`config.mk`:
```
export PLATFORM = sky130hd
export DESIGN_NAME = axis_frame_source
export DESIGN_NICKNAME = d
export VERILOG_FILES = /design/src/rtl/axis_frame_source_pkg.sv /design/src/rtl/axis_frame_source_pixel_pattern_gen.sv /design/src/rtl/axis_frame_source.sv
export SDC_FILE = /design/constraint.sdc
export NUM_CORES = 1
export LEC_CHECK = 0
export CORE_UTILIZATION = 55
export CTS_CLUSTER_SIZE = 28
export DETAILED_ROUTE_END_ITERATION = 16
export HOLD_SLACK_MARGIN = 0.03
export PLACE_DENSITY = 0.8
export SKIP_LAST_GASP = 1
export SYNTH_ARGS = -nofsm -noshare
export SYNTH_HDL_FRONTEND = slang
export SYNTH_SLANG_ARGS = --single-unit
```
`constraint.sdc`:
```
create_clock -name clk -period 3.2 [get_ports clk]
set_clock_uncertainty 0.15 [all_clocks]
set_input_delay 0.48 -clock clk [delete_from_list [all_inputs] [get_ports clk]]
set_output_delay 0.48 -clock clk [all_outputs]
set_load 0.05 [all_outputs]
```
`src/rtl/axis_frame_source_pkg.sv`:
```
// rtl/axis_frame_source_pkg.sv - shared encodings and constants for the AXIS frame source
package axis_frame_source_pkg;

  typedef enum logic [1:0] {
    PAT_HRAMP = 2'd0,
    PAT_VRAMP = 2'd1,
    PAT_CHECK = 2'd2,
    PAT_LFSR  = 2'd3
  } pat_e;

  typedef enum logic [1:0] {
    IDLE   = 2'd0,
    STREAM = 2'd1,
    FINISH = 2'd2
  } state_e;

  // Fibonacci taps for x^8+x^6+x^5+x^4+1, left-shifting register
  localparam logic [7:0] LFSR_TAPS         = 8'hB8;
  localparam logic [7:0] LFSR_SEED_DEFAULT = 8'h01;
  localparam int         CHECK_BIT         = 3;

  function automatic logic [7:0] lfsr_step(input logic [7:0] s);
    return {s[6:0], ^(s & LFSR_TAPS)};
  endfunction

endpackage

```
`src/rtl/axis_frame_source_pixel_pattern_gen.sv`:
```
// rtl/axis_frame_source_pixel_pattern_gen.sv - test-pattern pixel function and LFSR state
module axis_frame_source_pixel_pattern_gen
  import axis_frame_source_pkg::*;
#(
  parameter int DATA_WIDTH = 8,
  parameter int XW         = 9,
  parameter int YW         = 9
) (
  input  logic                  clk,
  input  logic                  rst_n,
  input  logic [XW-1:0]         x_i,
  input  logic [YW-1:0]         y_i,
  input  pat_e                  pattern_i,
  input  logic [7:0]            seed_i,
  input  logic                  reload_i,
  input  logic                  advance_i,
  output logic [DATA_WIDTH-1:0] pixel_o
);

  logic [7:0] lfsr_q;
  logic [7:0] lfsr_d;
  logic [7:0] seed_eff;

  // LFSR next value; the pixel for the coming beat is taken from this so it lines up with x_i/y_i
  always_comb begin
    seed_eff = (seed_i == 8'd0) ? LFSR_SEED_DEFAULT : seed_i;
    lfsr_d   = lfsr_q;
    if (reload_i) begin
      lfsr_d = seed_eff;
    end else if (advance_i) begin
      lfsr_d = lfsr_step(lfsr_q);
    end
  end

  // LFSR state register
  always_ff @(posedge clk or negedge rst_n) begin
    if (!rst_n) begin
      lfsr_q <= LFSR_SEED_DEFAULT;
    end else begin
      lfsr_q <= lfsr_d;
    end
  end

  // Pixel value for coordinate (x_i, y_i)
  always_comb begin
    pixel_o = '0;
    case (pattern_i)
      PAT_HRAMP: pixel_o = DATA_WIDTH'(x_i);
      PAT_VRAMP: pixel_o = DATA_WIDTH'(y_i);
      PAT_CHECK: pixel_o = (x_i[CHECK_BIT] ^ y_i[CHECK_BIT]) ? {DATA_WIDTH{1'b1}} : '0;
      PAT_LFSR:  pixel_o = DATA_WIDTH'(lfsr_d);
      default:   pixel_o = '0;
    endcase
  end

endmodule

```
`src/rtl/axis_frame_source.sv`:
```
// rtl/axis_frame_source.sv - AXI4-Stream test-pattern frame transmitter
module axis_frame_source
  import axis_frame_source_pkg::*;
#(
  parameter int DATA_WIDTH             = 8,
  parameter int IMAGE_WIDTH_SIZE       = 512,
  parameter int IMAGE_WIDTH_LOG2_SIZE  = 9,
  parameter int IMAGE_HEIGHT_SIZE      = 512,
  parameter int IMAGE_HEIGHT_LOG2_SIZE = 9
) (
  input  logic                  clk,
  input  logic                  rst_n,
  input  logic                  start,
  input  logic                  stop,
  input  logic [1:0]            pattern_sel,
  input  logic [7:0]            seed,
  input  logic [7:0]            num_frames,
  output logic                  busy,
  output logic                  done,
  output logic                  m_axis_tvalid,
  output logic [DATA_WIDTH-1:0] m_axis_tdata,
  input  logic                  m_axis_tready,
  output logic                  m_axis_tuser,
  output logic                  m_axis_tlast
);

  localparam int XW = IMAGE_WIDTH_LOG2_SIZE;
  localparam int YW = IMAGE_HEIGHT_LOG2_SIZE;
  localparam logic [XW-1:0] XMAX = XW'(IMAGE_WIDTH_SIZE - 1);
  localparam logic [YW-1:0] YMAX = YW'(IMAGE_HEIGHT_SIZE - 1);

  state_e                state_q;
  pat_e                  pat_q;
  logic [7:0]            seed_q;
  logic [7:0]            nf_q;
  logic [7:0]            frame_q;
  logic                  stop_q;
  logic [XW-1:0]         x_q, x_d;
  logic [YW-1:0]         y_q, y_d;
  logic                  tvalid_q, tuser_q, tlast_q, busy_q, done_q;
  logic [DATA_WIDTH-1:0] tdata_q;

  logic                  hs, accept, x_end, y_end, frame_end, last_frame, seq_end;
  logic                  tuser_d, tlast_d, reload;
  pat_e                  pat_cur;
  logic [7:0]            seed_cur;
  logic [DATA_WIDTH-1:0] pixel;

  // Handshake, end-of-line/frame detection and next pixel coordinates
  always_comb begin
    hs         = tvalid_q & m_axis_tready;
    accept     = (state_q == IDLE) & start;
    x_end      = (x_q == XMAX);
    y_end      = (y_q == YMAX);
    frame_end  = hs & x_end & y_end;
    last_frame = stop_q | stop | (frame_q == nf_q - 8'd1);
    seq_end    = frame_end & last_frame;
    reload     = accept | (frame_end & ~last_frame);
    pat_cur    = (state_q == IDLE) ? pat_e'(pattern_sel) : pat_q;
    seed_cur   = (state_q == IDLE) ? seed : seed_q;
    x_d        = x_q;
    y_d        = y_q;
    if (accept) begin
      x_d = '0;
      y_d = '0;
    end else if (hs) begin
      x_d = x_end ? '0 : x_q + XW'(1);
      if (x_end) begin
        y_d = y_end ? '0 : y_q + YW'(1);
      end
    end
    tuser_d = (x_d == XMAX);
    tlast_d = (x_d == XMAX) & (y_d == YMAX);
  end

  axis_frame_source_pixel_pattern_gen #(
    .DATA_WIDTH(DATA_WIDTH),
    .XW        (XW),
    .YW        (YW)
  ) u_gen (
    .clk      (clk),
    .rst_n    (rst_n),
    .x_i      (x_d),
    .y_i      (y_d),
    .pattern_i(pat_cur),
    .seed_i   (seed_cur),
    .reload_i (reload),
    .advance_i(hs),
    .pixel_o  (pixel)
  );

  // Sequencer FSM with counters and registered AXIS/status outputs
  always_ff @(posedge clk or negedge rst_n) begin
    if (!rst_n) begin
      state_q  <= IDLE;
      pat_q    <= PAT_HRAMP;
      seed_q   <= '0;
      nf_q     <= 8'd1;
      frame_q  <= '0;
      stop_q   <= 1'b0;
      x_q      <= '0;
      y_q      <= '0;
      tvalid_q <= 1'b0;
      tdata_q  <= '0;
      tuser_q  <= 1'b0;
      tlast_q  <= 1'b0;
      busy_q   <= 1'b0;
      done_q   <= 1'b0;
    end else begin
      x_q <= x_d;
      y_q <= y_d;
      case (state_q)
        IDLE: begin
          done_q <= 1'b0;
          stop_q <= 1'b0;
          if (start) begin
            pat_q    <= pat_cur;
            seed_q   <= seed;
            nf_q     <= (num_frames == 8'd0) ? 8'd1 : num_frames;
            frame_q  <= '0;
            busy_q   <= 1'b1;
            tvalid_q <= 1'b1;
            tdata_q  <= pixel;
            tuser_q  <= tuser_d;
            tlast_q  <= tlast_d;
            state_q  <= STREAM;
          end
        end
        STREAM: begin
          if (stop) begin
            stop_q <= 1'b1;
          end
          if (frame_end) begin
            frame_q <= frame_q + 8'd1;
          end
          if (seq_end) begin
            tvalid_q <= 1'b0;
            tuser_q  <= 1'b0;
            tlast_q  <= 1'b0;
            busy_q   <= 1'b0;
            done_q   <= 1'b1;
            state_q  <= FINISH;
          end else if (hs) begin
            tdata_q <= pixel;
            tuser_q <= tuser_d;
            tlast_q <= tlast_d;
          end
        end
        FINISH: begin
          done_q  <= 1'b0;
          state_q <= IDLE;
        end
        default: state_q <= IDLE;
      endcase
    end
  end

  assign busy          = busy_q;
  assign done          = done_q;
  assign m_axis_tvalid = tvalid_q;
  assign m_axis_tdata  = tdata_q;
  assign m_axis_tuser  = tuser_q;
  assign m_axis_tlast  = tlast_q;

endmodule

```
Word level (Yosys, flattened, before mapping)
Cells that the tools add are included.

Bits in registers: 67. Bits of input ports: 23. Word-level logic and storage cells: 103.

Add/subtract/negate cells: 4. Eq/ne operators: 17. Multiplexer cells: 40. Bitwise logic cells: 12. Reduce and logical (&&, ||, !) cells: 16.

Operators with widths (count): $mux 8 (11); $mux 9 (7); $eq 9x9->1 const B (4); $pmux 8 s2 (2); $pmux 8 s4 (1); $add 9x1->9 const B (2); $logic_not 8->1 (2); $ne 2x2->1 const B (6); $mux 1 (10); $pmux 1 s2 (5); $reduce_and 3->1 (3); $add 8x1->8 const B (1); $eq 8x8->1 (1); $reduce_and 2->1 (4); $reduce_xor 8->1 (1); $sub 8x1->8 const B (1); $and 1x1->1 (7); $eq 2x2->1 const B (3); $mux 2 (3); $eq 2x1->1 const B (2); $logic_not 2->1 (2); $pmux 2 s2 (1); $reduce_and 4->1 (1); $reduce_bool 2->1 (2); 5 further kinds (7).

Depth between registers and ports, before layout
Depth in word-level cells: 11. Mapped depth: 13.

Modules after synthesis
From an unflattened synthesis, not the netlist that was laid out.

Cells, all modules: 392. Area, all modules: 3718.6 µm².

By module, submodules not included: axis_frame_source (instances 1, cells an instance 317, area each 3110.5 µm², sequential area each 1477.7 µm²); axis_frame_source_pixel_pattern_gen (instances 1, cells an instance 75, area each 608.1 µm², sequential area each 201.4 µm²).

Worst setup path before layout
No wires, ideal clock.

Kind: register to register. Start: register x_q[0]. End: register tdata_q[1], in the netlist m_axis_tdata[1]. Setup time: 82 ps. Arrival: 2446 ps. Setup slack: 522 ps. Stages on the path, launching flop included: 14. Path buffers: 1. Path through: dfrtp_1 ha_1 nand2_1 nor2_1 ha_1 nand3_4 or3_1 a21oi_2 xor2_1 o21ai_1 and3_1 buf_2 a21boi_1 a31oi_1.

Word-level cells in the longest chain between the ends: 10. Elaborated cells between the ends (all ways): 23. Those cells by class: add/sub (1); eq/ne (2); mux (13); bitwise (6); reduce/logical (1).

RTL lines: start: declaration (line axis_frame_source.sv:38) `logic [XW-1:0] x_q, x_d;`; start signal: assignment (line axis_frame_source.sv:101) `x_q <= '0;`; start signal: assignment (line axis_frame_source.sv:110) `x_q <= x_d;`; $eq 9x9->1 * (line axis_frame_source.sv:53) `x_end = (x_q == XMAX);`; $mux 9 * (line axis_frame_source.sv:68) `if (x_end) begin`; $mux 9 * (line axis_frame_source.sv:66) `end else if (hs) begin`; $mux 9 * (line axis_frame_source.sv:63) `if (accept) begin`; via u_gen.y_i[3] (line axis_frame_source_pixel_pattern_gen.sv:12) `input logic [YW-1:0] y_i,`; $xor 1x1->1 * (line axis_frame_source_pixel_pattern_gen.sv:50) `PAT_CHECK: pixel_o = (x_i[CHECK_BIT] ^ y_i[CHECK_BIT]) ? {DATA_WIDTH{1'b1}} : '0;`; $mux 8 * (line axis_frame_source_pixel_pattern_gen.sv:50); $pmux 8 s4 * (line axis_frame_source_pixel_pattern_gen.sv:47) `case (pattern_i)`; $mux 8 (line axis_frame_source.sv:143) `end else if (hs) begin`; $mux 8 (line axis_frame_source.sv:136) `if (seq_end) begin`; $pmux 8 s2 * (line axis_frame_source.sv:112) `case (state_q)`; end signal: assignment (line axis_frame_source.sv:123) `tdata_q <= pixel;`; end signal: assignment (line axis_frame_source.sv:144) `tdata_q <= pixel;`; end: declaration (line axis_frame_source.sv:41) `logic [DATA_WIDTH-1:0] tdata_q;`.

The timed path passes the listed nets; every way through them passes the cells marked *. The select of a mux whose other input is x is not followed. A chain may end at the register's enable or synchronous reset.

Worst setup path after layout
Ends and elaborated chain as after synthesis.

==> qor.csv <==
stage,metric,value,unit
floorplan,Die Footprint,7161,µm²
pwr,Static Leakage,0.002014,µW
floorplan,IO Count,36,
detailed_routing,vias per inst,6.044,
worst_setup_path,Top delay family on crit path,simple AND/OR/NAND/NOR gates,
synthesis,post-synthesis cell area,3755,µm²
global_routing,antenna violations before repair,0,
worst_setup_path,CP peak stage delay,0.44,ns
timing,Final Setup Violations,0,
synthesis,synth unique cells,50,
synthesis,adder-cell share of the synthesized area,1.999,%
timing,Fmax achieved,339.9,MHz
worst_setup_path,Crit path buffers/inverters,0,
clocking,CTS resizes,0,
detailed_routing,Vias,3179,
timing,final worst-path cycle share,91.94,%
clocking,Longest Clk Path Bufs,2,
clocking,number of clock sinks,67,
global_routing,GR Overflow Total,0,
worst_setup_path,critical path class,reg2reg,
pwr,Pwr Density,577.0,nW/µm²
synthesis,simple-gate portion of the synthesized area,23.19,%
worst_setup_path,nature of the critical path startpoint,flip-flop,
placed_design,pre-CTS WS,0.2597,ns
global_routing,number of global-route vias before repair,3158,
placed_design,IO Port Bufs,35,
floorplan,Horiz. Die Dim,84.63,µm
detailed_routing,1st-pass router iterations,10,
clocking,CTS buffer count,9,
global_routing,met1 global-route usage,34.06,%
run_status,status,"complete, no violations",
clocking,H-tree depth,3,
floorplan,Initial Util,58.14,%
hold_path,worst hold path class,in2async,
detailed_routing,First DRT Iteration DRCs,143,
run,max-cap viol count,0,
synthesis,Mean Syn Cell Area,9.226,µm²
detailed_routing,"antenna viol nets, final",0,
global_routing,GRT Overall Usage,26.24,%
clocking,root buf cell,clkbuf_8,
finish,Reg area,1679,µm²
finish,Nets,473,
detailed_routing,WL/cell,16.08,µm
clocking,CTS tree,done,
floorplan,Die Ht,84.63,µm
finish,"commonest non-fill, non-tap cell in the layout",nand2_1,
synthesis,post-synthesis compound-gate area fraction,11.46,%
timing,worst-margin pin slew,0.8339,ns
finish,Area Overhead vs Synth,16.79,%
detailed_routing,total wire length,8460,µm
global_routing,first-pass GRT wire length,14610,µm
finish,share of layout cells above drive strength 1,8.909,%
timing,Tmin final,2.942,ns
clocking,Clock Latency Late Sink,0.35,ns
clocking,# hold bufs at CTS,0,
placed_design,Detailed Place HPWL,6285,µm
clocking,"Setup Fix Bufs, Post-CTS",0,
synthesis,Yosys reg bits,67,
timing,final worst slack,0.2580,ns
synthesis,Synth Net Count,436,
finish,# fillers,523,
worst_setup_path,crit end category,flip-flop,
worst_setup_path,Critical Path RT,3.32,ns
global_routing,met3 Usage GRT,4.425,%
pwr,Peak VDD IR,374.5,µV
synthesis,mux cell area share after synthesis,8.064,%
worst_setup_path,crit path max-delay cell type,dfrtp_1,
clocking,clock-pin slew on the worst setup and hold paths,0.07,ns
synthesis,register area share after synthesis,44.72,%
timing,max-slew violation total from the final report,0,
finish,fin util,67.90,%
synthesis,cell count after synthesis,407,
finish,"commonest cells after routing, fill and taps aside","nand2_1 (84), dfrtp_1 (65), nor2_1 (38)",
timing,RSZ-0062 raised after global routing,no,
detailed_routing,DRC errors left,0,
synthesis,main combinational cell family by area after synthesis,simple AND/OR/NAND/NOR gates,
global_routing,pin count of the biggest net entering global routing,68,
worst_setup_path,cells along the critical path,ha_1 > nand2_1 > nor2_1 > ha_1 > nand3_4 > or3_1 > a21oi_2 > xor2_1 > o21ai_1 > and3_2 > a21boi_1 > a31oi_1,
worst_setup_path,WP data arrival,3.06,ns
worst_setup_path,Critical Path Most Common Cell,ha_1,
timing,normalized max-slew margin,44.41,%
synthesis,post-synthesis xor/xnor area fraction,7.464,%
global_routing,grt peak-use layer,met2,
floorplan,core area,6459,µm²
timing,final hold viol count,0,
timing,Fin Setup TNS,0,ns
global_routing,met2 Track Usage GR,42.42,%
synthesis,Ys Warns,0,
placed_design,gpl congestion,0.9354,
worst_setup_path,worst-path maximum fanout,10,
finish,ant diodes,0,
finish,area of the multi-input gates,1961,µm²
floorplan,# rows,29,
==> registers in the layout (all words and copies together), names as in the netlist <==
register and flops:
busy 1, done 1, frame_q 8, m_axis_tdata 8
m_axis_tlast 1, m_axis_tuser 1, nf_q 8, pat_q 2
seed_q 8, state_q 2, stop_q 1, u_gen.lfsr_q 8
x_q 9, y_q 9
==> layer usage <==
layer	vias to the layer above	wire [µm]
li1	1490	-
met1	1551	3722
met2	108	4087
met3	30	362
met4	0	287
met5	-	0
==> worst register-to-register path, stage by stage (launching register included) <==
cell      delay [ns]
dfrtp_1         0.44
ha_1            0.24
nand2_1         0.07
nor2_1          0.10
ha_1            0.26
nand3_4         0.15
or3_1           0.40
a21oi_2         0.24
xor2_1          0.17
o21ai_1         0.07
and3_2          0.28
a21boi_1        0.14
a31oi_1         0.16
==> cells by family (layout without fill, tap and decap cells) <==
kind of cell	after synthesis	in the layout
compound gates	64	64
xor+xnor	32	32
fa+ha+maj	6	6
buf+inv	25	67
flops	67	67
mux	30	30
simple gates	183	183
==> per-stage QoR <==
step / hold WS, ns / area (µm²) / total power, µW / std cells
after floorplan: 0.03441 / 3755 / 1576 / 407
after global placement: 0.3030 / 4178 / 1779 / 510
after detailed placement: 0.3120 / 4178 / 1801 / 510
after CTS: 0.1981 / 4384 / 2539 / 526
after global routing: 0.2536 / 4385 / 2650 / 526
final: 0.1706 / 4385 / 2530 / 526
==> Yosys cell counts, drive strengths merged <==
cell type   n  area (µm²)
a2111oi     1       27.53
a211o       6       52.55
a21boi      1       7.510
a21o        2       15.01
a21oi      19       106.4
a311oi      2       17.52
a31oi      10       62.56
a32oi       1       8.760
and2        4       25.03
and3       13       81.33
buf        11       62.56
clkbuf      8       31.28
dfrtp      65        1627
dfstp       2       52.55
ha          6       75.07
inv         6       22.52
mux2        2       22.52
mux2i      28       280.3
nand2      86       332.8
nand2b      1       6.260
nand3       9       57.56
nand3b      1       7.510
nand4      11       68.82
nor2       39       148.9
nor3        3       15.01
nor3b       3       22.52
nor4        4       40.04
nor4b       2       17.52
o2111ai     1       8.760
o211ai      1       21.27
o21ai      19       95.09
o31ai       1       7.510
or2         1       6.260
or3         4       25.02
or3b        1       8.760
or4         1       7.510
xnor2      15       131.4
xor2       17       148.9
==> power by group <==
part | leakage, µW | switching [µW] | total (µW) | internal (µW)
Clock | 0.000104 | 317 | 743 | 426
Sequential | 0.000870 | 116 | 1100 | 987
Combinational | 0.00104 | 401 | 684 | 283
==> layout make-up <==
type | instances | share of cell area [%]
Clock buffer | 15 | 4.023
Clock inverter | 1 | 0.6847
Inverter | 6 | 0.5136
Multi-Input combinational cell | 315 | 44.71
Sequential cell | 67 | 38.29
Tap cell | 77 | 2.197
Timing Repair Buffer | 45 | 9.586
==> final timing paths <==
| path | from | end | slack [ns] | cells past startpoint |
|---|---|---|---|---|
| worst max register to register | x_q[0] | m_axis_tdata[1] | 0.26 | 12 |
| max in group asynchronous | rst_n | seed_q[3] | 2.19 | 2 |
| worst min-delay path | rst_n | m_axis_tlast | 0.17 | 2 |
| worst min register to register | m_axis_tuser | m_axis_tuser | 0.32 | 2 |
| worst max-delay path | x_q[0] | m_axis_tdata[1] | 0.26 | 12 |
| min in group clk | m_axis_tuser | m_axis_tuser | 0.32 | 2 |
Power figures use the tool's default switching activity.
